`config.mk`:
```
export PLATFORM = sky130hd
export DESIGN_NAME = instr_fetch_unit
export DESIGN_NICKNAME = d
export VERILOG_FILES = /design/src/rtl/instr_fetch_unit.sv
export SDC_FILE = /design/constraint.sdc
export NUM_CORES = 1
export LEC_CHECK = 0
export CAP_MARGIN = 20
export CORE_UTILIZATION = 57
export CTS_BUF_LIST = sky130_fd_sc_hd__clkbuf_4 sky130_fd_sc_hd__clkbuf_8
export CTS_CLUSTER_SIZE = 8
export DETAILED_ROUTE_END_ITERATION = 16
export PLACE_DENSITY = 0.92
export SETUP_SLACK_MARGIN = 0.05
export SLEW_MARGIN = 20
export SYNTH_ARGS = -nofsm -noshare
export SYNTH_HDL_FRONTEND = slang
export SYNTH_SLANG_ARGS = --single-unit
```
`constraint.sdc`:
```
create_clock -name Clock -period 3.21 [get_ports Clock]
set_clock_uncertainty 0.2 [all_clocks]
set_input_delay 0.4815 -clock Clock [delete_from_list [all_inputs] [get_ports Clock]]
set_output_delay 0.4815 -clock Clock [all_outputs]
set_load 0.1 [all_outputs]
```
`src/rtl/instr_fetch_unit.sv`:
```
// Instruction fetch stage: issues RAM reads, captures words with their PC into
// a prefetch FIFO and presents them to decode through valid/ready.
module instr_fetch_unit #(
  parameter int                ADDR_W   = 16,
  parameter int                DATA_W   = 32,
  parameter int                DEPTH    = 4,
  parameter logic [ADDR_W-1:0] RESET_PC = '0
) (
  input  logic              Clock,
  input  logic              ResetN,
  input  logic              MemGrant,
  output logic              MemEnable,
  output logic              MemReadWrite,
  output logic [ADDR_W-1:0] MemAddress,
  input  logic [DATA_W-1:0] MemDataIn,
  input  logic              Redirect,
  input  logic [ADDR_W-1:0] RedirectAddr,
  output logic              InstrValid,
  input  logic              InstrReady,
  output logic [DATA_W-1:0] InstrOut,
  output logic [ADDR_W-1:0] InstrPC
);

  // state | meaning
  // BOOT  | first cycle after reset, no fetch
  // RUN   | issuing a read every allowed cycle
  // WAIT  | blocked by grant, full FIFO or redirect
  // FLUSH | one idle cycle after a redirect
  localparam logic [1:0] ST_BOOT  = 2'd0;
  localparam logic [1:0] ST_RUN   = 2'd1;
  localparam logic [1:0] ST_WAIT  = 2'd2;
  localparam logic [1:0] ST_FLUSH = 2'd3;

  localparam int PTR_W = (DEPTH > 1) ? $clog2(DEPTH) : 1;
  localparam int CNT_W = PTR_W + 1;

  logic [1:0]        state;
  logic [ADDR_W-1:0] fetch_pc;
  logic [PTR_W-1:0]  wr_ptr;
  logic [PTR_W-1:0]  rd_ptr;
  logic [CNT_W-1:0]  count;
  logic              issue;
  logic              pop;

  logic [DATA_W-1:0] fifo_data [DEPTH];
  logic [ADDR_W-1:0] fifo_pc   [DEPTH];

  // Issue uses the registered count, so a same-cycle pop cannot free a slot.
  assign issue = ((state == ST_RUN) || (state == ST_WAIT)) && MemGrant &&
                 (count < CNT_W'(DEPTH)) && !Redirect;
  assign pop   = InstrValid && InstrReady;

  assign MemEnable    = issue;
  assign MemReadWrite = issue;
  assign MemAddress   = fetch_pc;

  assign InstrValid = (count != '0);
  assign InstrOut   = InstrValid ? fifo_data[rd_ptr] : '0;
  assign InstrPC    = InstrValid ? fifo_pc[rd_ptr]   : '0;

  always_ff @(posedge Clock or negedge ResetN) begin
    if (!ResetN) begin
      state    <= ST_BOOT;
      fetch_pc <= RESET_PC;
      wr_ptr   <= '0;
      rd_ptr   <= '0;
      count    <= '0;
    end else if (Redirect) begin
      state    <= (state == ST_BOOT) ? ST_RUN : ST_FLUSH;
      fetch_pc <= RedirectAddr;
      wr_ptr   <= '0;
      rd_ptr   <= '0;
      count    <= '0;
    end else begin
      case (state)
        ST_BOOT:  state <= ST_RUN;
        ST_FLUSH: state <= ST_RUN;
        default:  state <= issue ? ST_RUN : ST_WAIT;
      endcase
      if (issue) begin
        wr_ptr   <= wr_ptr + PTR_W'(1);
        fetch_pc <= fetch_pc + ADDR_W'(1);
      end
      if (pop) begin
        rd_ptr <= rd_ptr + PTR_W'(1);
      end
      case ({issue, pop})
        2'b10:   count <= count + CNT_W'(1);
        2'b01:   count <= count - CNT_W'(1);
        default: count <= count;
      endcase
    end
  end

  // Storage needs no reset: the count decides what is visible.
  always_ff @(posedge Clock) begin
    if (issue) begin
      fifo_data[wr_ptr] <= MemDataIn;
      fifo_pc[wr_ptr]   <= fetch_pc;
    end
  end

endmodule

```
== Word level (Yosys, flattened, before mapping) ==
Memory sizes are Yosys's and may differ from the RTL's.
Cells that the tools add are included.

* Bits in registers: 25
* RAM bits: 192
* Input bits: 53
* Output and inout bits: 67
* Memories kept: 2

* $add $sub $neg: 5
* Magnitude comparators: 1
* Equal/unequal tests: 5
* Multiplexer cells: 16
* Reductions and logical operators: 12

{| class="wikitable"
|+ Memory list
! memory !! depth !! bits a word !! rd ports !! clocked after memory_dff !! write ports !! RTL line !! text
|-
| fifo_data || 4 || 32 || 1 || 0 || 1 || 45 || <nowiki>logic [DATA_W-1:0] fifo_data [DEPTH];</nowiki>
|-
| fifo_pc || 4 || 16 || 1 || 0 || 1 || 46 || <nowiki>logic [ADDR_W-1:0] fifo_pc [DEPTH];</nowiki>
|}

{| class="wikitable"
|+ Operators with widths
! cell !! number
|-
| two-way mux 16 bit || 3
|-
| two-way mux 32 bit || 1
|-
| adder 16 x 1 -> 16 bit, second input constant || 1
|-
| two-way mux 2 bit || 8
|-
| == test 2 bit, second input constant || 3
|-
| case mux 3 bit (2 select lines) || 1
|-
| nonzero test 3 bit || 2
|-
| adder 2 x 1 -> 2 bit, second input constant || 2
|-
| == test 2 x 1 -> 1 bit, second input constant || 2
|-
| logical AND 1 bit || 4
|-
| nonzero test 2 bit || 2
|-
| adder 3 x 1 -> 3 bit, second input constant || 1
|-
| < comparator 3 bit, second input constant || 1
|-
| two-way mux 3 bit || 1
|-
| subtractor 3 x 1 -> 3 bit, second input constant || 1
|-
| zero test 2 bit || 1
|-
| two-way mux 1 bit || 2
|-
| OR reduction 2 bit || 1
|-
| zero test 1 bit || 1
|-
| logical OR 1 bit || 1
|}

== Logic depth before layout (Yosys ltp) ==
* Depth in word-level cells: 8
* Mapped depth: 9
* Mapped depth without buffers: 9

== Worst setup path before layout ==
Ideal clock, no wire load.

* Path kind: register to register
* Start: reg state[0]
* End: reg count[2]
* Arrival time: 3.219 ns
* Path slack: -0.288 ns
* Stages on the path, launching flop included: 10
* Path buffers: 0
* Path through: dfrtp_1 inv_1 ha_1 nand3b_1 nor2_1 nor2_1 fa_1 nor4_1 a31oi_1 a21oi_1

* Longest elaborated chain between the ends: 8
* Elaborated cells between the ends (all ways): 11
* Those cells by class: eq/ne: 4; mux: 2; reduce/logical: 5

{| class="wikitable"
|+ Ends and longest elaborated chain
! element !! RTL line !! text
|-
| from (decl) || 37 || <nowiki>logic [1:0] state;</nowiki>
|-
| from (signal assigned) || 69 || <nowiki>state <= (state == ST_BOOT) ? ST_RUN : ST_FLUSH;</nowiki>
|-
| from (signal assigned) || 78 || <nowiki>default: state <= issue ? ST_RUN : ST_WAIT;</nowiki>
|-
| == test 2 x 1 -> 1 bit or == test 2 bit (tied branches) || 49 || <nowiki>assign issue = ((state == ST_RUN) || (state == ST_WAIT)) && MemGrant &&</nowiki>
|-
| logical OR 1 bit (*) || 49 ||
|-
| logical AND 1 bit (*) (2 in a row) || 49 ||
|-
| logical AND 1 bit (*) || 50 || <nowiki>(count < CNT_W'(DEPTH)) && !Redirect;</nowiki>
|-
| named net MemEnable || 12 || <nowiki>output logic MemEnable,</nowiki>
|-
| == test 2 x 1 -> 1 bit or == test 2 bit (tied branches) || 87 || <nowiki>case ({issue, pop})</nowiki>
|-
| case mux 3 bit (2 select lines) || 87 ||
|-
| two-way mux 3 bit || 68 || <nowiki>end else if (Redirect) begin</nowiki>
|-
| to (signal assigned) || 88 || <nowiki>2'b10: count <= count + CNT_W'(1);</nowiki>
|-
| to (signal assigned) || 89 || <nowiki>2'b01: count <= count - CNT_W'(1);</nowiki>
|-
| to (signal assigned) || 90 || <nowiki>default: count <= count;</nowiki>
|-
| to (decl) || 41 || <nowiki>logic [CNT_W-1:0] count;</nowiki>
|}

Mark *: on every way through the listed nets, which the timed path passes. The rest lies on a longest branch.
A chain may end at the register's enable or synchronous reset.

== Worst setup path in the final report ==
* Start: reg rd_ptr[0]
* End: out InstrOut[0]

* Longest elaborated chain between the ends: 2

{| class="wikitable"
|+ Ends and longest elaborated chain
! element !! RTL line !! text
|-
| from (decl) || 40 || <nowiki>logic [PTR_W-1:0] rd_ptr;</nowiki>
|-
| from (signal assigned) || 85 || <nowiki>rd_ptr <= rd_ptr + PTR_W'(1);</nowiki>
|-
| memory (4 x 32 bit) || -- ||
|-
| two-way mux 32 bit || 58 || <nowiki>assign InstrOut = InstrValid ? fifo_data[rd_ptr] : '0;</nowiki>
|-
| to (decl) || 20 || <nowiki>output logic [DATA_W-1:0] InstrOut,</nowiki>
|}

Every way passes these cells.

==> results.sh <==
export IMPL_critical_path_class="reg2out"
export IMPL_ys_warn_count=0
export IMPL_finalNetCount=669
export IMPL_worstPathMaxFanout=17
export IMPL_dpl_instance_area_um2=10500
export IMPL_synth_seq_cells=217
export IMPL_setup_viol=0
export IMPL_synth_enable_flop_cells=192
export IMPL_tritoncts="yes"
export IMPL_path_cells="buf_12 > mux4_2 > and2_1 > buf_12"
export IMPL_drc=10
export IMPL_grt_overflow_total=0
export IMPL_die_height_um=126
export IMPL_use_met2=0.403
export IMPL_tritoncts_num_sinks=217
export IMPL_async_reset_ff_frac=0.115
export IMPL_average_routed_wire_per_standard_cell_um=21.8
export IMPL_final_max_slew_violation_count=0
export IMPL_grt_pass1_vias=5087
export IMPL_finish_instance_area_um2=11300
export IMPL_period_needed_ns=2.95
export IMPL_grt_use_total=0.236
export IMPL_via_count=4780
export IMPL_cp_required_ns=2.53
export IMPL_use_met1=0.308
export IMPL_final_setup_worst_slack_ns=0.256
export IMPL_max_slew_margin_rel=0.634
export IMPL_grt_start_max_net_pins=51
export IMPL_postSynthCellCount=460
export IMPL_cts_made_buffers=35
export IMPL_syn_nets=520
export IMPL_h_tree_depth=2
export IMPL_clk_latency_ns=0.48
export IMPL_netlist_top_cells_area="edfxtp_1, mux4_2, dfrtp_1"
export IMPL_synth_flop_cell="edfxtp_1"
export IMPL_critPathSlowestCell="dfrtp_4"
export IMPL_cts_root_buf="clkbuf_8"
export IMPL_rsz_0062_raised_after_global_routing="no"
export IMPL_placement_io_buffers=119
export IMPL_grt_pass1_wl_um=27700
export IMPL_synth_top_cells_by_count="edfxtp_1, and2_1, mux4_2"
export IMPL_slew_at_the_pin_closest_to_its_max_slew_limit_ns=0.549
export IMPL_crit_family="flip-flops"
export IMPL_design_die_area_um2=15800
export IMPL_cp_data_arrival_time_ns=2.27
export IMPL_dp_hpwl_um=11300
export IMPL_post_place_ws_ns=0.452
export IMPL_row_count=44
export IMPL_syn_area_cell_um2=18.9
export IMPL_critical_path_capture_point_type="primary output"
export IMPL_layout_area_overhead_vs_synth_pct=29.3
export IMPL_post_synth_top_area_fraction=0.662
export IMPL_cp_slowest_stage_delay_ns=0.63
export IMPL_maximum_count_of_clock_buffers_along_a_single_path=3
export IMPL_final_wirelength_um=17800
export IMPL_gp_routability_congestion=0.828
export IMPL_fraction_of_the_yosys_area_taken_by_sequential_cells=0.734
export IMPL_drive_gt1_frac=0.317
export IMPL_globalRouteMet3Util=0.0415
export IMPL_synth_area_leader_cell="edfxtp_1"
export IMPL_worst_hold_path_type="in2async"
export IMPL_clk_transition_reported_paths_ns=0.06
export IMPL_drtIter0Drc=337
export IMPL_dr_pass1_iters=11
export IMPL_start_util=0.592
export IMPL_fin_crit_sh=0.920
export IMPL_failed_checks="DRC"
export IMPL_timing_hold_violations_final=0
export IMPL_max_clock_freq_ghz=0.339
export IMPL_ff2ff_setup_slack_ns=0.73
export IMPL_setup_worst_path_start_class="flop"
export IMPL_die_width_um=126
export IMPL_insertedDiodeCount=0
export IMPL_synth_most_common_cell="edfxtp_1"
export IMPL_post_synth_instance_area_um2=8710
export IMPL_cell_repeated_most_along_the_worst_path="buf_12"
export IMPL_io_pins=120
export IMPL_synth_cell_types=37
export IMPL_grt_busiest_layer="met2"
export IMPL_core_area_um2=14700
export IMPL_antenna_left=0
export IMPL_status="complete, but fails checks"
export IMPL_grt_antenna_before_repair=0
export IMPL_post_drt_via_cell_ratio=5.87
export IMPL_totalNegativeSetupSlack_ns=0
export IMPL_crit_buf_inv=2
export IMPL_maxCapViolCount=0
[routing by layer]
layer | part of all wire | wire (um) | vias to the layer above
met5 | 0 | 0 | -
met4 | 0.024 | 428 | 0
met3 | 0.068 | 1200 | 44
met2 | 0.51 | 9150 | 217
met1 | 0.39 | 7000 | 2424
li1 | - | - | 2095
[registers in the layout (all words and copies together) (netlist names)]
name / cells
fifo_data: 128
state: 2
fifo_pc: 64
count: 3
rd_ptr: 2
wr_ptr: 2
MemAddress: 16
[logic make-up (layout without fill, tap and decap cells)]
kind of cell / count (synthesis) / count (layout) / share of synthesized area
AO/OA/AOI/OAI: 23 / 23 / 0.0167
XOR/XNOR: 15 / 15 / 0.0151
adder cells (fa/ha/maj): 7 / 7 / 0.0109
buffers and inverters: 33 / 204 / 0.0174
flip-flops: 217 / 217 / 0.734
multiplexers: 53 / 53 / 0.130
AND/OR/NAND/NOR: 112 / 112 / 0.0759
[worst paths after layout]
| kind | startpoint | to | cells after the start |
|---|---|---|---|
| min in group Clock | RedirectAddr[9] | MemAddress[9]$_DFFE_PN0P_ | 3 |
| max in group asynchronous | ResetN | rd_ptr[0]$_DFFE_PN0P_ | 2 |
| max reg2reg | state[1]$_DFF_PN0_ | count[2]$_DFFE_PN0P_ | 9 |
| max | rd_ptr[0]$_DFFE_PN0P_ | InstrOut[0] | 4 |
| min reg2reg | wr_ptr[1]$_DFFE_PN0P_ | wr_ptr[1]$_DFFE_PN0P_ | 2 |
| min | ResetN | count[0]$_DFFE_PN0P_ | 2 |
[area by class of cell]
type	count	area, um2
inverter	10	37.5
clock buffer	55	651
sequential	217	6400
tap	184	230
timing repair buffer	135	1730
fill	771	3440
clock inverter	4	41.3
multi-input combinational	210	2180
[stage by stage]
step,cells,util,hold WS [ns]
after CTS,815,0.766,0.149
after global placement,755,0.718,0.370
after floorplan,460,-,-0.0141
final,815,0.766,0.165
after detailed placement,755,0.718,0.381
after global routing,815,0.766,0.175
[timing repair]
item	in CTS	in global routing
buffers inserted	1	0
hold buffers	0	0
pin swaps	0	0
gates resized for setup	0	1
setup endpoints to repair	1	19
[cells in the final DEF, fill, tap and decap left out, types with 11 or more instances in the layout]
cell type	count
clkdlybuf4s50_1	52
clkbuf_4	17
mux4_2	48
nand2_1	18
clkbuf_8	38
dfrtp_1	23
and2_1	49
o21ai_0	11
buf_4	36
buf_12	46
edfxtp_1	192
Power is left out: the tool's default activity adds up to more than one toggle a clock period on the data nets, which glitch-free logic cannot reach.
